<file path="config.mk">
export PLATFORM = sky130hd
export DESIGN_NAME = dmux_stream_nway
export DESIGN_NICKNAME = d
export VERILOG_FILES = /design/src/rtl/hack_soc_pkg.sv /design/src/rtl/dmux_stream_slot.sv /design/src/rtl/dmux_stream_nway.sv
export SDC_FILE = /design/constraint.sdc
export NUM_CORES = 1
export LEC_CHECK = 0
export CAP_MARGIN = 25
export CORE_UTILIZATION = 40
export DETAILED_ROUTE_END_ITERATION = 10
export GPL_TIMING_DRIVEN = 0
export HOLD_SLACK_MARGIN = 0.02
export PLACE_DENSITY = 0.81
export SYNTH_ARGS = -nofsm -noshare
export SYNTH_HDL_FRONTEND = slang
export SYNTH_SLANG_ARGS = --single-unit
export TNS_END_PERCENT = 30
</file>
<file path="constraint.sdc">
create_clock -name clk -period 1.4 [get_ports clk]
set_input_delay 0.21 -clock clk [delete_from_list [all_inputs] [get_ports clk]]
set_output_delay 0.21 -clock clk [all_outputs]
set_load 0.005 [all_outputs]
</file>
<file path="src/rtl/hack_soc_pkg.sv">
// Shared types and helpers for the hack_soc stream demux.
// Holds the channel index type, the channel-count ceiling and the select legality test.
package hack_soc_pkg;

  localparam int DMUX_MAX_OUT = 16;

  typedef logic [$clog2(DMUX_MAX_OUT)-1:0] chan_idx_t;

  function automatic logic sel_legal(input int unsigned sel, input int unsigned n);
    return sel < n;
  endfunction

endpackage

</file>
<file path="src/rtl/dmux_stream_slot.sv">
// One-entry holding register for a single demux output channel.
// A load is taken only when the slot is free, so a stalled payload never changes.
module dmux_stream_slot #(
  parameter int D_WIDTH = 16
) (
  input  logic               clk,
  input  logic               rst_n,
  input  logic               push,
  input  logic [D_WIDTH-1:0] din,
  input  logic               ready,
  output logic               valid,
  output logic [D_WIDTH-1:0] dout
);

  logic               slot_v;
  logic [D_WIDTH-1:0] slot_d;
  logic               free;
  logic               load;
  logic               pop;

  assign free = !slot_v || ready;
  assign load = push && free;
  assign pop  = slot_v && ready;

  always_ff @(posedge clk or negedge rst_n) begin
    if (!rst_n) begin
      slot_v <= 1'b0;
      slot_d <= '0;
    end else if (load) begin
      slot_v <= 1'b1;
      slot_d <= din;
    end else if (pop) begin
      slot_v <= 1'b0;
      slot_d <= '0;
    end
  end

  assign valid = slot_v;
  // Idle channels read zero, like the unselected outputs of the old combinational demux.
  assign dout  = slot_v ? slot_d : '0;

endmodule

</file>
<file path="src/rtl/dmux_stream_nway.sv">
// Registered 1-to-N stream demux with per-channel one-entry slots and a sticky bad_sel flag.
// Optional broadcast mode (input in_bcast) is built when DMUX_STREAM_BROADCAST_EN is defined.
module dmux_stream_nway
  import hack_soc_pkg::*;
#(
  parameter int D_WIDTH   = 16,
  parameter int N_OUT     = 8,
  parameter int SEL_WIDTH = 3
) (
  input  logic                     clk,
  input  logic                     rst_n,
  input  logic                     in_valid,
  output logic                     in_ready,
  input  logic [D_WIDTH-1:0]       in_data,
  input  logic [SEL_WIDTH-1:0]     in_sel,
`ifdef DMUX_STREAM_BROADCAST_EN
  input  logic                     in_bcast,
`endif
  output logic [N_OUT-1:0]         out_valid,
  input  logic [N_OUT-1:0]         out_ready,
  output logic [N_OUT*D_WIDTH-1:0] out_data,
  output logic                     bad_sel,
  input  logic                     bad_sel_clr
);

  if ((2**SEL_WIDTH) < N_OUT || N_OUT < 2 || N_OUT > DMUX_MAX_OUT) begin : g_param_check
    $error("dmux_stream_nway: illegal N_OUT/SEL_WIDTH combination");
  end

  // Handshake: a beat transfers on a rising edge where in_valid && in_ready; each channel k
  // hands off its slot on an edge where out_valid[k] && out_ready[k]. in_ready never waits
  // on in_valid, and out_valid[k] never waits on out_ready[k].
  logic            bcast;
  logic            sel_ok;
  chan_idx_t       sel_idx;
  logic [N_OUT-1:0] free;
  logic [N_OUT-1:0] push;
  logic            free_sel;
  logic            accept;
  logic            bad_set;

`ifdef DMUX_STREAM_BROADCAST_EN
  assign bcast = in_bcast;
`else
  assign bcast = 1'b0;
`endif

  assign sel_ok  = sel_legal(32'(in_sel), N_OUT);
  assign sel_idx = chan_idx_t'(in_sel);
  assign free    = ~out_valid | out_ready;

  always_comb begin
    free_sel = 1'b0;
    for (int k = 0; k < N_OUT; k++) begin
      if (sel_idx == chan_idx_t'(k)) free_sel = free[k];
    end
  end

  // Illegal selects are swallowed so a bad decode never wedges the CPU side.
  always_comb begin
    in_ready = 1'b1;
    if (bcast)       in_ready = &free;
    else if (sel_ok) in_ready = free_sel;
  end

  assign accept  = in_valid && in_ready;
  assign bad_set = accept && !bcast && !sel_ok;

  for (genvar k = 0; k < N_OUT; k++) begin : g_slot
    assign push[k] = accept && (bcast || (sel_ok && sel_idx == chan_idx_t'(k)));

    dmux_stream_slot #(.D_WIDTH(D_WIDTH)) u_slot (
      .clk   (clk),
      .rst_n (rst_n),
      .push  (push[k]),
      .din   (in_data),
      .ready (out_ready[k]),
      .valid (out_valid[k]),
      .dout  (out_data[k*D_WIDTH +: D_WIDTH])
    );
  end

  // A bad beat in the same cycle as a clear wins, so no event is lost.
  always_ff @(posedge clk or negedge rst_n) begin
    if (!rst_n)           bad_sel <= 1'b0;
    else if (bad_set)     bad_sel <= 1'b1;
    else if (bad_sel_clr) bad_sel <= 1'b0;
  end

endmodule
</file>
; Yosys cells after proc, flatten, opt, wreduce, memory -nomap -nowiden
; Index checks and enable logic that the tools add are counted.
[word_totals]
reg_bits = 136
inputBits = 31
elab_cells = 123
[classes]
eq_ne = 7
n_mux = 48
n_bitwise = 2
reduce_logical = 50
[ops]
columns = operator, n
row1 = $mux W16, 24
row2 = $logic_and A1 B1 Y1, 25
row3 = $mux W1, 24
row4 = $reduce_bool A2 Y1, 8
row5 = $eq A3 B3 Y1 const B, 4
row6 = $logic_not A1 Y1, 8
row7 = $logic_or A1 B1 Y1, 8
row8 = $not A8 Y8, 1
row9 = $or A8 B8 Y8, 1
row10 = $eq A3 B2 Y1 const B, 2
row11 = $logic_not A4 Y1, 1
row12 = $eq A3 B1 Y1 const B, 1

; Longest topological paths before layout
; Gate-level depths: netlist of run 1.
[logic_depth]
depth_word = 14
depth_mapped = 6
depth_no_buf = 3

; Modules after synthesis
; Synthesis of run 1 repeated with hierarchy kept, for this count alone.
[hier_totals]
cells_unflattened = 912
hier_area_um2 = 9265.1
[by_module_without_submodules]
columns = mod, n_inst, cells_per_inst, area_each_um2
row1 = dmux_stream_slot, 8, 110, 1131.1
row2 = dmux_stream_nway, 1, 32, 216.5

; Least setup slack after synthesis of run 1
; Ideal clock, no wire load.
[synth_timing]
kind = flip-flop to flip-flop
startpoint = register g_slot[7].u_slot.slot_v
endpoint = register g_slot[7].u_slot.slot_d[10]
arrival_ps = 1382
t_required_ps = 1321
slack_ps = -61
path_stages_with_launch = 5
n_path_buf = 1
synth_period_minus_slack_ps = 1461
cell_sequence = dfrtp_1 -> and2b_4 -> nor3_4 -> buf_12 -> mux2i_1
[synth_via]
elab_chain_len = 7
[synth_lines]
columns = element, line_no
row1 = from (decl), dmux_stream_slot.sv:15  ; logic slot_v;
row2 = from (signal assigned), dmux_stream_slot.sv:27  ; slot_v <= 1'b0;
row3 = from (signal assigned), dmux_stream_slot.sv:30  ; slot_v <= 1'b1;
row4 = from (signal assigned), dmux_stream_slot.sv:33  ; slot_v <= 1'b0;
row5 = $not A8 Y8, dmux_stream_nway.sv:50  ; assign free = ~out_valid | out_ready;
row6 = $or A8 B8 Y8, dmux_stream_nway.sv:50
row7 = $mux W1, dmux_stream_nway.sv:55  ; if (sel_idx == chan_idx_t'(k)) free_sel = free[k];
row8 = $logic_and A1 B1 Y1, dmux_stream_nway.sv:66  ; assign accept = in_valid && in_ready;
row9 = $logic_and A1 B1 Y1, dmux_stream_nway.sv:70  ; assign push[k] = accept && (bcast || (sel_ok && sel_idx == chan_idx_t'(k)));
row10 = $logic_and A1 B1 Y1, dmux_stream_slot.sv:22  ; assign load = push && free;
row11 = $mux W16 / $reduce_bool A2 Y1 (equally long branches), --
row12 = to (signal assigned), dmux_stream_slot.sv:31  ; slot_d <= din;
row13 = to (decl), dmux_stream_slot.sv:16  ; logic [D_WIDTH-1:0] slot_d;
; Several ways; a longest one is shown, not always the timed one.
; A chain may end at the register's enable or synchronous reset.

; Final worst setup path of run 1
[layout_timing]
startpoint = register g_slot[3].u_slot.slot_v
endpoint = output in_ready
[layout_via]
elab_chain_len = 7
[layout_lines]
columns = element, line_no
row1 = from (decl), dmux_stream_slot.sv:15
row2 = from (signal assigned), dmux_stream_slot.sv:27
row3 = from (signal assigned), dmux_stream_slot.sv:30
row4 = from (signal assigned), dmux_stream_slot.sv:33
row5 = $not A8 Y8, dmux_stream_nway.sv:50
row6 = $or A8 B8 Y8, dmux_stream_nway.sv:50
row7 = $mux W1 (5 in a row), dmux_stream_nway.sv:55
row8 = to (decl), dmux_stream_nway.sv:13  ; output logic in_ready,
; Every way passes these cells.

==> flow_metrics.env, run 1 <==
export IMPL_ioPinCount=169
export IMPL_drt_wl_total_um=20000
export IMPL_regArea_um2=3410
export IMPL_slew_limit_headroom=0.649
export IMPL_rows=46
export IMPL_design_area_um2=10200
export IMPL_post_route_util=0.636
export IMPL_vias=5459
export IMPL_hold_path_class="in2reg"
export IMPL_power_density_nw_per_um2=1130
export IMPL_worstRegToRegCells=8
export IMPL_status="finished with violations"
export IMPL_initial_core_util=0.417
export IMPL_switching_power_mw=3.08
export IMPL_synth_edf_count=0
export IMPL_hp_start="in_sel[0]"
export IMPL_synth_seq_cells=136
export IMPL_io_buffers=165
export IMPL_worst_slew_pin_slew_ns=0.527
export IMPL_firstDrtPassIters=4
export IMPL_insertion_delay_ns=0.42
export IMPL_fin_setup_tns_ns=-32.01
export IMPL_clock_skew_ns=0.00915
export IMPL_syn_cell_area_um2=6710
export IMPL_hold_ws_ns=0.201
export IMPL_clk_path_buf_depth=2
export IMPL_clk_pin_slew_worst_paths_ns=0.06
export IMPL_fin_nets=907
export IMPL_crit_path_max_incr_delay_ns=0.48
export IMPL_area_delta_synth_final_pct=52.6
export IMPL_r2r_slack_ns=-0.26
export IMPL_pre_cts_ws_ns=-0.926
export IMPL_r2r_start="g_slot[4].u_slot.valid"
export IMPL_comb_power_share=0.181
export IMPL_vias_per_cell=4.94
export IMPL_swShare=0.266
export IMPL_multi_input_area_um2=3270
export IMPL_rsz0062_at_grt="yes"
export IMPL_path_class="reg2out"
export IMPL_ant_nets=0
export IMPL_synth_nets=663
export IMPL_p_leak_nw=5.24
export IMPL_cp_buffers_inverters=1
export IMPL_vdd_drop_max_mv=0.830
export IMPL_drc=0
export IMPL_yosys_warnings=0
export IMPL_pwr_share_clk=0.376
export IMPL_place_gp_congestion=0.769
export IMPL_cts_buffers=17
export IMPL_die_width_um=132
export IMPL_synthDistinctLibCells=35
export IMPL_dpl_hpwl_um=12600
export IMPL_htree_num_levels=4
export IMPL_syn_avg_cell_area_um2=10.6
export IMPL_grt_pass1_vias=5522
export IMPL_path_cells="nand2b_4, mux4_2, a2bb2oi_2, buf_2"
export IMPL_arrival_ns=1.67
export IMPL_synth_flop_cell="dfrtp_1"
export IMPL_synth_most_common_cell="dfrtp_1"
export IMPL_final_min_clock_period_ns=1.88
export IMPL_antenna_cells=0
export IMPL_ys_seq_area_frac=0.507
export IMPL_p_int_mw=8.49
export IMPL_grt_start_max_net_pins=94
export IMPL_nFillCells=1278
export IMPL_setup_violations=180
export IMPL_min_to="g_slot[3].u_slot.valid"
export IMPL_grt_pass1_wl_um=30600
export IMPL_hold_path_depth=3
export IMPL_async_flop_share=1.00
export IMPL_synth_top_cell_area_share=0.507
export IMPL_violations="setup timing"
export IMPL_drv_slew=0
export IMPL_drive_gt1_frac=0.423
export IMPL_clock_sinks=136
export IMPL_path_max_fanout=3
export IMPL_crit_slowest_cell="mux4_2"
export IMPL_grt_use_total=0.230
export IMPL_cts_tree="done"
export IMPL_p_seq_frac=0.443
export IMPL_routedWlPerCell_um=18.1
export IMPL_antenna_found_initial=0
export IMPL_coreArea_um2=16100
export IMPL_fmax_mhz=532
export IMPL_place_area_um2=8660
export IMPL_finalHoldViolCount=0
export IMPL_worstPathRequired_ns=1.19
export IMPL_grt_overflow_total=0
export IMPL_cts_root_buf="clkbuf_16"
export IMPL_start_kind="flip-flop"
export IMPL_maxCapViolCount=0
export IMPL_path_delay_family="multiplexers"
export IMPL_setup_slack_ns=-0.481
export IMPL_cp_end_kind="primary output"
export IMPL_fin_crit_sh=1.34
export IMPL_netlist_instances=632
export IMPL_drtIter0Drc=287
export IMPL_die_h_um=132
export IMPL_yosys_top_cells_count="136 x dfrtp_1, 129 x and2_1, 124 x nand2_1, 121 x mux2i_1, 18 x clkbuf_1"
export IMPL_r2r_end="g_slot[4].u_slot.slot_d[14]"
export IMPL_synth_area_top_cells="dfrtp_1 51%, mux2i_1 18%, and2_1 12%"
export IMPL_dieArea_um2=17300
export IMPL_synth_largest_area_cell="dfrtp_1"
per-stage QoR:
step / power (mW) / instances
3_5_place_dp: 6.83 / 1014
5_1_grt: 12.1 / 1105
4_1_cts: 11.4 / 1087
3_3_place_gp: 6.73 / 1013
2_1_floorplan: 5.97 / 632
6_report: 11.6 / 1105
worst max-delay path by stage:
stage / cells past startpoint / slack [ns] / end / from
after floorplan: 4 / -0.04 / g_slot[7].u_slot.slot_d[10] / g_slot[7].u_slot.valid
after global placement: 1 / -5.33 / g_slot[0].u_slot.slot_d[10] / rst_n
after detailed placement: 4 / -0.93 / in_ready / in_sel[1]
after CTS: 4 / -0.49 / in_ready / g_slot[1].u_slot.valid
after global routing: 4 / -0.53 / in_ready / g_slot[3].u_slot.valid
final: 4 / -0.48 / in_ready / g_slot[3].u_slot.valid
worst min-delay path: cells and delay by family:
kind                   cells  cell delay (ns)
buffers and inverters      1             0.16
AO/OA/AOI/OAI              1             0.09
AND/OR/NAND/NOR            1             0.11
sequential cells by signal (all words and copies together) (netlist names):
name and count:
g_slot.u_slot.valid 8, g_slot.u_slot.slot_d 128
timing repair:
item | CTS | global route
endpoints found under the setup margin | 232 | 219
buffers inserted | 35 | 20
endpoints found under the hold margin | 43 | 0
pin swaps | 1 | 1
cloned | 5 | 3
gates resized for setup | 565 | 170
hold buffers | 1 | 0
logic make-up after synthesis:
group / count (synthesis) / synth area share
other cells: 1 / 0.000559
compound gates: 32 / 0.0349
flops: 136 / 0.507
buf+inv: 62 / 0.0541
mux: 122 / 0.184
simple gates: 279 / 0.219
cells in the final DEF (no fill, tap or decap), types with 13 or more instances in the layout:
master,count
clkbuf_2,50
nand2_1,122
clkbuf_16,20
buf_4,24
mux2i_1,120
dfrtp_1,129
and2_1,41
buf_2,13
buf_6,116
inv_1,17
clkdlybuf4s50_1,32
buf_8,13
and2_4,88
metal layers:
layer  track usage  vias up  share of wire  wire length (µm)
li1              -     2558              -                 -
met1         0.286     2704           0.41              8320
met2         0.387      169           0.51             10200
met3        0.0579       28          0.055              1110
met4        0.0775        0          0.019               377
met5             0        -              0                 0
power groups by stage:
stage          Sequential [mW]  Combinational, mW  Clock (mW)
2_1_floorplan             4.98              0.991           0
3_3_place_gp              5.11               1.62           0
3_5_place_dp              5.13               1.70           0
4_1_cts                   5.08               1.92        4.41
5_1_grt                   5.21               2.31        4.58
6_report                  5.13               2.09        4.35
layout make-up:
type | instances | share of cell area
tap | 216 | 0.0264
clock inverter | 9 | 0.00965
clock buffer | 23 | 0.0457
inverter | 17 | 0.00623
buffer | 45 | 0.0469
multi-input combinational | 434 | 0.319
sequential | 136 | 0.333
timing repair buffer | 225 | 0.213
(Power assumes the default switching activity.)
==> run 2: changes to the inputs <==
--- a/config.mk
+++ b/config.mk
@@ -7,7 +7,9 @@
 export LEC_CHECK = 0
 export CAP_MARGIN = 25
 export CORE_UTILIZATION = 40
+export CTS_CLUSTER_SIZE = 8
 export DETAILED_ROUTE_END_ITERATION = 10
+export GPL_ROUTABILITY_DRIVEN = 0
 export GPL_TIMING_DRIVEN = 0
 export HOLD_SLACK_MARGIN = 0.02
 export PLACE_DENSITY = 0.81
==> results of run 2 <==
No change in the layout: final DEF, timing and power equal those of run 1.
==> run 3: changes to the inputs <==
--- a/config.mk
+++ b/config.mk
@@ -10,7 +10,6 @@
 export CTS_CLUSTER_SIZE = 8
 export DETAILED_ROUTE_END_ITERATION = 10
 export GPL_ROUTABILITY_DRIVEN = 0
-export GPL_TIMING_DRIVEN = 0
 export HOLD_SLACK_MARGIN = 0.02
 export PLACE_DENSITY = 0.81
 export SYNTH_ARGS = -nofsm -noshare
==> flow_metrics.env, run 3 (same netlist as run 1, synthesis figures left out) <==
export IMPL_cts_tree="done"
export IMPL_grt_pass1_vias=5355
export IMPL_vdd_drop_max_mv=0.837
export IMPL_clock_sinks=136
export IMPL_power_density_nw_per_um2=1130
export IMPL_hold_path_class="in2reg"
export IMPL_drt_wl_total_um=19800
export IMPL_nFillCells=1327
export IMPL_maxCapViolCount=0
export IMPL_cp_end_kind="primary output"
export IMPL_top_usage_layer="met2"
export IMPL_cts_root_buf="clkbuf_16"
export IMPL_final_cell_mix="132 x dfrtp_1, 122 x nand2_1, 119 x mux2i_1, 69 x and2_1, 69 x clkbuf_2"
export IMPL_die_h_um=132
export IMPL_path_class="in2out"
export IMPL_grt_overflow_total=0
export IMPL_drv_slew=0
export IMPL_arrival_ns=1.72
export IMPL_setup_slack_ns=-0.532
export IMPL_path_max_fanout=2
export IMPL_die_width_um=132
export IMPL_clk_path_buf_depth=2
export IMPL_vias_per_cell=4.94
export IMPL_swShare=0.273
export IMPL_grt_met1_usage=0.274
export IMPL_fin_crit_sh=1.38
export IMPL_p_int_mw=8.09
export IMPL_drtIter0Drc=184
export IMPL_worstPathRequired_ns=1.19
export IMPL_largest_reg_flops=128
export IMPL_switching_power_mw=3.03
export IMPL_rows=46
export IMPL_antenna_found_initial=1
export IMPL_dieArea_um2=17300
export IMPL_dpl_hpwl_um=12800
export IMPL_fmax_mhz=517
export IMPL_comb_power_share=0.178
export IMPL_use_met2=0.377
export IMPL_final_min_clock_period_ns=1.93
export IMPL_vias=5382
export IMPL_clock_skew_ns=0.00479
export IMPL_rsz0062_at_grt="yes"
export IMPL_drive_gt1_frac=0.344
export IMPL_pwr_share_clk=0.364
export IMPL_status="finished with violations"
export IMPL_ioPinCount=169
export IMPL_layout_commonest_cell="dfrtp_1"
export IMPL_start_kind="input port"
export IMPL_coreArea_um2=16100
export IMPL_fin_nets=890
export IMPL_drc=0
export IMPL_grt_pass1_wl_um=29300
export IMPL_p_leak_nw=5.07
export IMPL_finalHoldViolCount=0
export IMPL_routedWlPerCell_um=18.2
export IMPL_firstDrtPassIters=5
export IMPL_pre_cts_ws_ns=-0.808
export IMPL_insertion_delay_ns=0.41
export IMPL_use_met3=0.0525
export IMPL_cts_buffers=17
export IMPL_clk_pin_slew_worst_paths_ns=0.06
export IMPL_initial_core_util=0.417
export IMPL_setup_violations=167
export IMPL_grt_start_max_net_pins=36
export IMPL_grt_use_total=0.220
export IMPL_top_register="g_slot.u_slot.slot_d"
export IMPL_io_buffers=166
export IMPL_p_seq_frac=0.459
export IMPL_multi_input_area_um2=3170
export IMPL_post_route_util=0.612
export IMPL_htree_num_levels=4
export IMPL_violations="setup timing"
export IMPL_regArea_um2=3410
export IMPL_ant_nets=0
export IMPL_area_delta_synth_final_pct=46.9
==> run 3: path summary, 6_finish.rpt <==
path                                            startpoint                     endpoint  slack (ns)  cells past startpoint
worst min-delay path                             in_sel[2]       g_slot[3].u_slot.valid        0.24                      4
worst min register to register  g_slot[4].u_slot.slot_d[1]   g_slot[4].u_slot.slot_d[1]        0.50                      1
worst max register to register      g_slot[7].u_slot.valid  g_slot[7].u_slot.slot_d[13]       -0.29                      7
max in group asynchronous                            rst_n       g_slot[4].u_slot.valid        0.55                      3
min in group asynchronous                            rst_n   g_slot[4].u_slot.slot_d[0]        0.26                      2
worst max-delay path                          out_ready[2]                     in_ready       -0.53                      5
==> run 3: critical path, stage by stage <==
cell	delay, ns
clkdlybuf4s50_1	0.49
nand2b_1	0.22
mux4_2	0.48
a2bb2oi_2	0.16
buf_2	0.15
==> run 3: power groups by stage <==
stage | sequential, mW | combinational, mW | clock, mW
5_1_grt | 5.19 | 2.18 | 4.27
3_5_place_dp | 5.11 | 1.79 | 0
4_1_cts | 5.07 | 1.85 | 4.11
3_3_place_gp | 5.10 | 1.71 | 0
6_report | 5.10 | 1.98 | 4.04
2_1_floorplan | 4.98 | 0.991 | 0
==> run 3: final cells by class <==
class / instances / area share
clock buffers: 23 / 0.0485
multi-input cells: 434 / 0.321
flip-flops and latches: 136 / 0.346
inverters: 17 / 0.00647
well taps: 216 / 0.0274
clock inverters: 9 / 0.00508
diodes: 1 / 0.000254
repair buffers: 253 / 0.245
==> run 3: repair_timing <==
action / 4_1_cts / 5_1_grt
hold buffers: 1 / 0
pin swaps: 2 / 1
endpoints found under the hold margin: 32 / 0
gates resized for setup: 267 / 201
endpoints found under the setup margin: 226 / 219
cloned: 3 / 7
setup buffers: 17 / 22
==> run 3: metal layers <==
layer	routed length, µm	vias up
met4	382	0
met5	0	-
met1	8360	2681
li1	-	2511
met2	10100	159
met3	985	31
==> run 3: stage by stage <==
stage               cell area [µm²]  hold WS, ns  setup TNS [ns]  std cells  power [mW]
floorplan                      6710      -0.0856          -0.447        632        5.97
global placement               8870        0.131          -55.48       1012        6.80
detailed placement             8870        0.136          -62.28       1012        6.91
CTS                            9660        0.263          -43.69       1065        11.0
global route                   9860        0.271          -42.74       1089        11.6
finish                         9860        0.240          -34.18       1089        11.1
